$ cat config.mk
export PLATFORM = sky130hd
export DESIGN_NAME = div_sequencer
export DESIGN_NICKNAME = d
export VERILOG_FILES = /design/src/rtl/div_sequencer_pkg.sv /design/src/rtl/div_sequencer_step.sv /design/src/rtl/div_sequencer.sv
export SDC_FILE = /design/constraint.sdc
export NUM_CORES = 1
export LEC_CHECK = 0
export ABC_CLOCK_PERIOD_IN_PS = 9200
export CAP_MARGIN = 20
export CELL_PAD_IN_SITES_DETAIL_PLACEMENT = 1
export CELL_PAD_IN_SITES_GLOBAL_PLACEMENT = 1
export CORE_MARGIN = 10
export CORE_UTILIZATION = 35
export DETAILED_ROUTE_END_ITERATION = 16
export GPL_ROUTABILITY_DRIVEN = 0
export PLACE_DENSITY_LB_ADDON = 0.1
export RECOVER_POWER = 100
export SYNTH_ARGS = -nofsm -noshare
export SYNTH_HDL_FRONTEND = slang
export SYNTH_SLANG_ARGS = --single-unit
$ cat constraint.sdc
create_clock -name iClk -period 9.2 [get_ports iClk]
set_input_delay 1.84 -clock iClk [delete_from_list [all_inputs] [get_ports iClk]]
set_output_delay 1.84 -clock iClk [all_outputs]
set_load 0.005 [all_outputs]
$ cat src/rtl/div_sequencer_pkg.sv
// Shared types for the iterative divider: machine word type and divider FSM states.
package ZionDataType;

    typedef logic [31:0] CpuType;

    typedef enum logic [1:0] {
        IDLE = 2'd0,
        ITER = 2'd1,
        FIX  = 2'd2,
        DONE = 2'd3
    } DivState;

    localparam logic [1:0] DIV_OP_REM = 2'b01;
    localparam logic [1:0] DIV_OP_QUO = 2'b10;

endpackage

$ cat src/rtl/div_sequencer_step.sv
// One radix-2 restoring division step: shift {rem,quo} left, trial-subtract divisor.
module div_step #(
    parameter int unsigned XLEN = 32
) (
    input  logic [XLEN-1:0] rem_i,
    input  logic [XLEN-1:0] quo_i,
    input  logic [XLEN-1:0] divisor_i,
    output logic [XLEN-1:0] rem_o,
    output logic [XLEN-1:0] quo_o
);

    logic [XLEN:0] shifted;
    logic [XLEN:0] diff;

    always_comb begin
        shifted = {rem_i, quo_i[XLEN-1]};
        // Extra top bit holds the borrow; the shifted remainder is always < 2*divisor.
        diff    = shifted - {1'b0, divisor_i};
        if (!diff[XLEN]) begin
            rem_o = diff[XLEN-1:0];
            quo_o = {quo_i[XLEN-2:0], 1'b1};
        end else begin
            rem_o = shifted[XLEN-1:0];
            quo_o = {quo_i[XLEN-2:0], 1'b0};
        end
    end

endmodule

$ cat src/rtl/div_sequencer.sv
// Multi-cycle signed/unsigned divider: one restoring step per cycle, sign fix-up, held result.
module div_sequencer
    import ZionDataType::*;
#(
    parameter int unsigned XLEN = $bits(CpuType)
) (
    input  logic            iClk,
    input  logic            iRst_n,
    input  logic            iReqValid,
    output logic            oReqReady,
    input  logic [XLEN-1:0] iS1,
    input  logic [XLEN-1:0] iS2,
    input  logic            iSigned,
    input  logic [1:0]      iDivOpEn,
    input  logic            iFlush,
    output logic            oResValid,
    input  logic            iResReady,
    output logic [XLEN-1:0] oResult,
    output logic            oBusy,
    output logic            oDivZero
);

    localparam int unsigned CW = (XLEN > 1) ? $clog2(XLEN) : 1;

    DivState         state_q;
    logic [CW-1:0]   cnt_q;
    logic [XLEN-1:0] rem_q, quo_q, dvsr_q;
    logic            qneg_q, rneg_q;
    logic [1:0]      op_q;
    logic            valid_q, busy_q, divzero_q;
    logic [XLEN-1:0] result_q;

    logic            s1_neg, s2_neg;
    logic [XLEN-1:0] s1_mag, s2_mag;
    logic [XLEN-1:0] rem_d, quo_d;
    logic [XLEN-1:0] quo_fix, rem_fix;

    function automatic logic [XLEN-1:0] sel_result(input logic [1:0] op,
                                                   input logic [XLEN-1:0] quo,
                                                   input logic [XLEN-1:0] rem);
        case (op)
            DIV_OP_QUO: return quo;
            DIV_OP_REM: return rem;
            default:    return '0;
        endcase
    endfunction

    always_comb begin
        s1_neg  = iSigned & iS1[XLEN-1];
        s2_neg  = iSigned & iS2[XLEN-1];
        s1_mag  = s1_neg ? (~iS1 + 1'b1) : iS1;
        s2_mag  = s2_neg ? (~iS2 + 1'b1) : iS2;
        quo_fix = qneg_q ? (~quo_q + 1'b1) : quo_q;
        rem_fix = rneg_q ? (~rem_q + 1'b1) : rem_q;
    end

    div_step #(
        .XLEN(XLEN)
    ) u_step (
        .rem_i     (rem_q),
        .quo_i     (quo_q),
        .divisor_i (dvsr_q),
        .rem_o     (rem_d),
        .quo_o     (quo_d)
    );

    always_ff @(posedge iClk or negedge iRst_n) begin
        if (!iRst_n) begin
            state_q   <= IDLE;
            cnt_q     <= '0;
            rem_q     <= '0;
            quo_q     <= '0;
            dvsr_q    <= '0;
            qneg_q    <= 1'b0;
            rneg_q    <= 1'b0;
            op_q      <= '0;
            valid_q   <= 1'b0;
            busy_q    <= 1'b0;
            divzero_q <= 1'b0;
            result_q  <= '0;
        end else if (iFlush) begin
            state_q   <= IDLE;
            valid_q   <= 1'b0;
            busy_q    <= 1'b0;
            divzero_q <= 1'b0;
        end else begin
            case (state_q)
                IDLE: begin
                    if (iReqValid) begin
                        op_q   <= iDivOpEn;
                        qneg_q <= s1_neg ^ s2_neg;
                        rneg_q <= s1_neg;
                        dvsr_q <= s2_mag;
                        busy_q <= 1'b1;
                        // Zero divisor bypasses the iteration; remainder is the raw dividend.
                        if (iS2 == '0) begin
                            state_q   <= DONE;
                            valid_q   <= 1'b1;
                            divzero_q <= 1'b1;
                            result_q  <= sel_result(iDivOpEn, '1, iS1);
                        end else begin
                            state_q   <= ITER;
                            cnt_q     <= CW'(XLEN - 1);
                            rem_q     <= '0;
                            quo_q     <= s1_mag;
                            divzero_q <= 1'b0;
                        end
                    end
                end
                ITER: begin
                    rem_q <= rem_d;
                    quo_q <= quo_d;
                    if (cnt_q == '0) begin
                        state_q <= FIX;
                    end else begin
                        cnt_q <= cnt_q - 1'b1;
                    end
                end
                FIX: begin
                    result_q <= sel_result(op_q, quo_fix, rem_fix);
                    valid_q  <= 1'b1;
                    state_q  <= DONE;
                end
                DONE: begin
                    if (iResReady) begin
                        state_q <= IDLE;
                        valid_q <= 1'b0;
                        busy_q  <= 1'b0;
                    end
                end
                default: state_q <= IDLE;
            endcase
        end
    end

    assign oReqReady = (state_q == IDLE);
    assign oResValid = valid_q;
    assign oBusy     = busy_q;
    assign oDivZero  = divzero_q;
    assign oResult   = result_q;

endmodule
# Yosys cells after proc, flatten, opt, wreduce, memory -nomap -nowiden

Index checks and enable logic that the tools add are counted.

Output and inout bits: 36
Input bits: 72
Register bits after elaboration: 142
Logic and storage cells: 97

Add/subtract/negate cells: 6
Reduce and logical (&&, ||, !) cells: 17
Muxes and demuxes: 39
Equality and inequality tests: 15
Bitwise operators: 8

Operator list:

| cell                  | number |
|---|---|
| $mux 32               | 11 |
| $pmux 32 s2           | 5 |
| $add 32x1->32 const B | 4 |
| $not 32->32           | 4 |
| $sub 33x32->33        | 1 |
| $logic_not 32->1      | 1 |
| $mux 5                | 3 |
| $reduce_and 4->1      | 3 |
| $mux 1                | 11 |
| $mux 2                | 5 |
| $pmux 5 s2            | 1 |
| $reduce_and 3->1      | 3 |
| $eq 2x2->1 const B    | 4 |
| $pmux 2 s4            | 1 |
| $reduce_bool 2->1     | 4 |
| $eq 2x1->1 const B    | 3 |
| $ne 2x2->1 const B    | 3 |
| $ne 3x3->1 const B    | 2 |
| $logic_not 5->1       | 1 |
| $reduce_and 5->1      | 1 |
| $sub 5x1->5 const B   | 1 |
| $reduce_bool 4->1     | 1 |
| $ne 3x1->1 const B    | 1 |
| $ne 3x2->1 const B    | 1 |
| other kinds (9)       | 10 |

# Longest topological paths before layout

Gate-level depths: netlist (run 1).

Word-level depth: 6
Depth in mapped cells: 12

# Cells and area by module

A second synthesis (run 1) with hierarchy kept.

Cells, all modules: 1495
Area, all modules: 12070.3 um2

Modules (own cells, without submodules):

| module        | instances | sequential area each (um2) | area an instance (um2) | cells each |
|---|---|---|---|---|
| div_sequencer | 1         | 3553.4                     | 9354.0                 | 1120 |
| div_step      | 1         | 0.0                        | 2716.4                 | 375 |

# Least setup slack after synthesis (run 1)

Ideal clock, no wire load.

Kind: in2reg
Start point: input iS2[14]
End point: register quo_q[28]
Setup time: 125 ps
Setup slack: 5032 ps
Stages on the path: 9
Arrival: 4044 ps
Path buffers: 2
Data required time: 9075 ps
Cells stage by stage: or4_4 > or4_4 > nor3_4 > nand3_4 > nand3_2 > a21o_1 > buf_6 > buf_6 > mux2_2

Longest elaborated chain between the ends: 3

Ends and longest elaborated chain:

| item                              | line                 | RTL |
|---|---|---|
| start: declaration                | div_sequencer.sv:12  | `input logic [XLEN-1:0] iS2,` |
| $logic_not 32->1                  | div_sequencer.sv:96  | `if (iS2 == '0) begin` |
| $ne 2x2->1 (no source line)       | -                    |  |
| $reduce_and 4->1 (no source line) | -                    |  |
| end signal: assignment            | div_sequencer.sv:105 | `quo_q <= s1_mag;` |
| end signal: assignment            | div_sequencer.sv:112 | `quo_q <= quo_d;` |
| end: declaration                  | div_sequencer.sv:27  | `logic [XLEN-1:0] rem_q, quo_q, dvsr_q;` |

Every way passes these cells.
A chain may end at the register's enable or synchronous reset.

# Final worst setup path (run 1)

Start point: input iS2[13]
End point: register quo_q[28]

The elaborated chain is that of the path after synthesis.

==> results of run 1 <==
-- cell families (layout without fill, tap and decap cells) --
kind of cell,after synthesis,after routing,synth area share [%]
mux,13,13,1.181
xor+xnor,140,140,10.81
simple gates,424,424,17.67
fa+ha+maj,47,47,5.252
flops,142,142,31.33
buf+inv,154,212,5.582
compound gates,498,498,28.17
-- final timing paths --
check | from | end | cells after the start
worst max register to register | state_q[0] | oResult[9] | 9
min in group asynchronous | iRst_n | quo_q[4] | 1
worst min register to register | dvsr_q[17] | dvsr_q[17] | 2
worst min-delay path | dvsr_q[17] | dvsr_q[17] | 2
worst max-delay path | iS2[13] | quo_q[28] | 9
max in group asynchronous | iRst_n | oResult[23] | 1
-- metrics by stage --
| step | instance area (um2) | cells | power, W |
|---|---|---|---|
| after floorplan | 11340 | 1418 | 0.002653 |
| after global placement | 12660 | 1880 | 0.003326 |
| after detailed placement | 12660 | 1880 | 0.003380 |
| after CTS | 13260 | 1911 | 0.004147 |
| after global routing | 13210 | 1911 | 0.004458 |
| final | 13210 | 1911 | 0.004087 |
-- worst max-delay path, cell delays in order --
cell	delay, ps
dlygate4sd3_1	580
or4_1	580
or4_1	490
nor3_1	520
nand3_1	510
nand3_2	210
a21o_2	130
clkbuf_2	1420
mux2_2	460
-- state kept, by name (all words and copies together) (netlist names) --
signal     flops
cnt_q          5
qneg_q         1
oResult       32
quo_q         32
state_q        2
oResValid      1
op_q           2
dvsr_q        32
oDivZero       1
oBusy          1
rem_q         32
rneg_q         1
-- final cells by class --
class                           instances  area [um2]  area share, %
Tap cell                              435       544.3          4.120
Clock inverter                         13       172.7          1.307
Multi-Input combinational cell       1122        7134          54.00
Sequential cell                       142        3553          26.90
Clock buffer                           18       429.2          3.248
Inverter                               63       236.5          1.790
Timing Repair Buffer                  118        1141          8.637
-- power by group through the flow --
stage / clock network (W) / logic (W) / registers, W
6_report: 0.000739 / 0.00218 / 0.00117
5_1_grt: 0.000782 / 0.00246 / 0.00122
4_1_cts: 0.000755 / 0.00222 / 0.00117
3_5_place_dp: 0 / 0.00220 / 0.00118
3_3_place_gp: 0 / 0.00215 / 0.00117
2_1_floorplan: 0 / 0.00160 / 0.00105
-- cell usage in the layout (no fill, tap or decap), types with 7 or more instances in the layout --
cell type	netlist	routed
o22ai_1	10	10
nand2b_1	17	17
o21a_1	28	28
a21o_1	9	8
a21oi_1	145	146
o41ai_1	16	16
nor3_1	21	22
a31oi_1	9	9
mux2i_1	10	10
or4_1	11	13
clkdlybuf4s50_1	0	68
dfrtp_1	142	142
xor2_1	53	53
nor4_1	15	15
nand3_1	44	45
nor2b_1	9	9
nand2_1	166	166
a211oi_1	7	7
buf_4	3	9
a22oi_1	23	23
o311ai_0	27	27
inv_1	63	63
clkbuf_16	0	17
ha_1	46	45
dlygate4sd3_1	0	38
nand4_1	8	8
o31ai_1	25	25
and3_1	8	8
o221ai_1	22	22
nor2_1	86	86
o21ai_0	137	137
or3_1	18	18
xnor2_1	87	87
-- routing by layer --
| metal | GRT usage [%] | vias up | routed length [um] |
|---|---|---|---|
| met5 | 0 | - | 0 |
| met4 | 4.795 | 0 | 583 |
| met3 | 2.947 | 29 | 1287 |
| met2 | 30.16 | 170 | 17040 |
| met1 | 26.07 | 5297 | 18460 |
| li1 | - | 5226 | - |
==> results.py, run 1 <==
metrics = {
    "status": {
        "outcome": "finished, violations left",
        "violations": "max-capacitance violations, max-slew violations",
    },
    "critical_path": {
        "cp_max_fo": 101,
        "start_kind": "primary input",
        "cp.arrival_ps": 6790,
        "crit_type": "in2reg",
        "cp-end-kind": "flip-flop",
        "required_ps": 9510,
        "reg2reg_slack_ps": 5070,
    },
    "global_route": {
        "grt_use_total_pct": 18.90,
        "grt_pass1_vias": 10994,
        "grt_pass1_wl_um": 60710,
        "gr-total-overflow": 0,
        "grt_max_degree": 102,
        "antenna_found_initial": 0,
    },
    "die": {
        "core_um2": 31800,
        "initial_core_util_pct": 35.66,
        "io_pins": 108,
        "dieArea_um2": 40000,
        "die_w_um": 200.0,
        "num_rows": 65,
        "die_y_um": 200.0,
    },
    "flow_run": {
        "max_cap_violations": 3,
    },
    "min_path": {
        "min_path_type": "reg2reg",
    },
    "sta": {
        "tightest_slew_ps": 4919,
        "finClkSkew_ps": 8.796,
        "finalCriticalPeriod_ps": 6473,
        "max_freq_mhz": 154.5,
        "fin_tns_setup_ps": 0,
        "finalWorstSetupSlack_ps": 2727,
        "slew_violations": 261,
        "finalSetupViolCount": 0,
        "rsz0062_at_grt": "no",
        "hold_viol": 0,
        "period_share_pct": 70.36,
        "timing.hold.ws_ps": 477.8,
        "relSlewSlack_pct": -227.9,
    },
    "pwr": {
        "p_per_area_nw_per_um2": 309.4,
        "leakagePower_nw": 5.350,
        "switching_share_pct": 45.92,
        "p_switching_w": 0.001877,
        "vdd_drop_max_v": 0.0001360,
        "p_clk_share_pct": 18.1,
        "comb_power_share_pct": 53.3,
        "cellInternalPower_w": 0.002210,
        "seqPwrFrac_pct": 28.7,
    },
    "routing": {
        "drtIter0Drc": 600,
        "via_per_inst": 5.611,
        "avgRoutedWirePerCell_um": 19.56,
        "vias": 10722,
        "dr.pass1.iters": 4,
        "drc_errors": 0,
        "drtAntennaViolNets": 0,
        "wirelength_um": 37370,
    },
    "placed_design": {
        "port-buffer-count": 107,
        "hpwlAfterDp_um": 27510,
        "place_ws_ps": 3707,
    },
    "yosys": {
        "postSynthCellCount": 1418,
        "avgSynthCellArea_um2": 7.998,
        "netlist_top_cells_count": "nand2_1 (166), a21oi_1 (145), dfrtp_1 (142)",
        "ys_types": 72,
        "ys_seq_elements": 142,
        "syn-num-nets": 1537,
        "synth-edff-count": 0,
        "synth.most_common_cell": "nand2_1",
        "yosysTopAreaCell": "dfrtp_1",
        "synth_area_leaders": "dfrtp_1 (31%), xnor2_1 (6.7%), a21oi_1 (6.4%)",
        "async_flop_share_pct": 100.0,
        "ys.flop_type": "dfrtp_1",
        "post-synth-top-area-fraction_pct": 31.33,
        "synthesis.area_um2": 11340,
        "synth-seq-area-share_pct": 31.33,
        "ys_warn_count": 0,
    },
    "finish": {
        "syn_to_final_growth_pct": 16.49,
        "final_core_util_pct": 41.55,
        "antenna_cells": 0,
        "drive_gt1_share_pct": 4.133,
        "fillerInstances": 3819,
        "fin_nets": 1583,
    },
    "clocking": {
        "clk_pin_slew_ps": 60,
        "cts_resized": 0,
        "h-tree-depth": 4,
        "holdBufCountCts": 0,
        "insertion_delay_ps": 440,
        "cts_num_sinks": 142,
        "clk_path_buf_depth": 2,
        "cts_buffers": 17,
        "tritoncts": "done",
        "cts_root_buf": "clkbuf_16",
        "postCtsSetupBuffers": 0,
    },
}
No activity file was read; power rests on OpenSTA's default activity.
==> run 2, diff against run 1 <==
ABC_CLOCK_PERIOD_IN_PS = 5800   (was 9200)
clock period = 5.8 ns   (was 9.2 ns; I/O delays follow)
==> run 2 against run 1 <==
Compared with the run above: the run still ends with max-capacitance violations, max-slew violations left; hold slack better by 1.8 ps; cell count up 0.21%; sequential share of layout area decreased by 0.20 points; register-to-register slack lost 3200 ps; critical path depth is the same; first-iteration DRC count decreased by 4.5%; total power up 60%; sequential power increased by 60%; die area unchanged; global-route usage increased by 0.091 points; routed wire length up 0.27%; design area rose by 0.76%; largest cell class unchanged; largest power group unchanged; highest routed layer unchanged.
==> results.py, run 2 (synthesized netlist as in run 1, its figures left out) <==
metrics = {
    "status": {
        "outcome": "finished, violations left",
        "violations": "max-capacitance violations, max-slew violations",
    },
    "routing": {
        "drtAntennaViolNets": 0,
        "drtIter0Drc": 573,
        "via_per_inst": 5.576,
        "vias": 10678,
        "avgRoutedWirePerCell_um": 19.57,
        "dr.pass1.iters": 5,
        "drc_errors": 0,
        "wirelength_um": 37480,
    },
    "finish": {
        "final_area_um2": 13310,
        "drive_gt1_share_pct": 4.595,
        "syn_to_final_growth_pct": 17.38,
        "fin_nets": 1586,
        "multi_input_area_um2": 7142,
        "fillerInstances": 3807,
        "layout_commonest_cell": "nand2_1",
        "layout_common_cells": "nand2_1 (166), a21oi_1 (145), dfrtp_1 (142), o21ai_0 (137), xnor2_1 (87)",
        "seqCellArea_um2": 3553,
        "antenna_cells": 0,
    },
    "sta": {
        "fin_tns_setup_ps": 0,
        "period_share_pct": 82.97,
        "slew_violations": 126,
        "max_freq_mhz": 207.8,
        "hold_viol": 0,
        "rsz0062_at_grt": "no",
        "tightest_slew_ps": 3174,
        "relSlewSlack_pct": -111.6,
        "finalSetupViolCount": 0,
        "finalCriticalPeriod_ps": 4812,
        "finClkSkew_ps": 11.33,
    },
    "flow_run": {
        "max_cap_violations": 2,
    },
    "critical_path": {
        "rr_startpoint": "quo_q[31]",
        "cp_max_fo": 64,
        "cp.arrival_ps": 5140,
        "start_kind": "primary input",
        "crit_type": "in2reg",
        "cp-end-kind": "flip-flop",
        "reg2reg_slack_ps": 1870,
        "reg2reg_to": "rem_q[3]",
        "required_ps": 6120,
        "r2r_cells": 12,
    },
    "global_route": {
        "grt_pass1_vias": 10862,
        "grt_pass1_wl_um": 60890,
        "gr-total-overflow": 0,
        "grt_use_total_pct": 18.99,
        "antenna_found_initial": 0,
        "grt_max_degree": 102,
    },
    "pwr": {
        "p_clk_share_pct": 18.9,
        "seqPwrFrac_pct": 28.5,
        "cellInternalPower_w": 0.003579,
        "switching_share_pct": 45.41,
        "comb_power_share_pct": 52.6,
        "vdd_drop_max_v": 0.0001994,
        "leakagePower_nw": 5.398,
        "p_switching_w": 0.002977,
        "p_per_area_nw_per_um2": 492.5,
    },
    "clocking": {
        "cts_root_buf": "clkbuf_16",
        "cts_buffers": 17,
        "clk_pin_slew_ps": 60,
        "h-tree-depth": 4,
        "holdBufCountCts": 0,
        "postCtsSetupBuffers": 0,
        "cts_num_sinks": 142,
        "insertion_delay_ps": 440,
        "cts_resized": 0,
        "tritoncts": "done",
        "clk_path_buf_depth": 2,
    },
    "placed_design": {
        "placed_cell_area_um2": 12690,
        "port-buffer-count": 107,
        "hpwlAfterDp_um": 28000,
    },
    "min_path": {
        "min_path_type": "reg2reg",
        "holdPathEnd": "dvsr_q[24]",
        "min_path_cells": 2,
        "worst_hold_startpoint": "dvsr_q[24]",
    },
    "die": {
        "die_y_um": 200.0,
        "dieArea_um2": 40000,
        "initial_core_util_pct": 35.66,
        "io_pins": 108,
        "num_rows": 65,
        "core_um2": 31800,
        "die_w_um": 200.0,
    },
}
run 2: cell types whose count changed in the layout (fill, tap and decap cells not counted), sizes merged:
cell and change:
buf +3, clkinv -3, clkbuf +4
run 2: worst max-delay path by stage:
stage | depth (start not counted) | slack (ps) | end | startpoint
after global routing | 2 | 800 | dvsr_q[23] | iRst_n
after floorplan | 9 | 2310 | quo_q[28] | iS2[14]
after CTS | 9 | 1750 | oResult[24] | iS2[13]
after detailed placement | 9 | 1300 | oResult[24] | iS2[13]
after global placement | 9 | 1400 | oResult[11] | iS2[13]
final | 9 | 990 | oResult[0] | iS2[13]
run 2: final cells by class:
| cell class | instances | share of cell area, % |
|---|---|---|
| multi-input combinational | 1122 | 53.65 |
| timing repair buffer | 121 | 8.892 |
| sequential | 142 | 26.69 |
| clock inverter | 10 | 1.184 |
| tap | 435 | 4.089 |
| clock buffer | 22 | 3.713 |
| inverter | 63 | 1.776 |
run 2: power by group through the flow:
stage	Clock [W]	Sequential (W)	Combinational (W)
2_1_floorplan	0	0.00167	0.00254
3_3_place_gp	0	0.00187	0.00342
3_5_place_dp	0	0.00188	0.00349
4_1_cts	0.00126	0.00187	0.00352
5_1_grt	0.00130	0.00194	0.00390
6_report	0.00124	0.00187	0.00345
run 2: stage by stage:
step	setup WS, ps	instances	util [%]	hold slack, ps	power [W]
final	987.6	1915	41.86	479.6	0.006555
after CTS	1752	1914	41.94	487.2	0.006652
after floorplan	2312	1418	-	449.8	0.004209
after detailed placement	1296	1882	39.89	473.0	0.005376
after global placement	1397	1882	39.89	462.1	0.005297
after global routing	804.5	1915	41.86	500.2	0.007145
run 2: critical path, stage by stage:
cell,delay [ps]
dlygate4sd3_1,580
or4_1,600
or4_4,460
nor3_1,520
nand3_1,510
o21ai_4,260
buf_4,580
o221ai_1,260
o21a_1,160
run 2: layer usage:
layer | part of all wire [%] | global-route usage [%]
met5 | 0 | 0
met1 | 49 | 26.29
met4 | 1.4 | 4.571
met3 | 3.4 | 2.780
met2 | 46 | 30.42
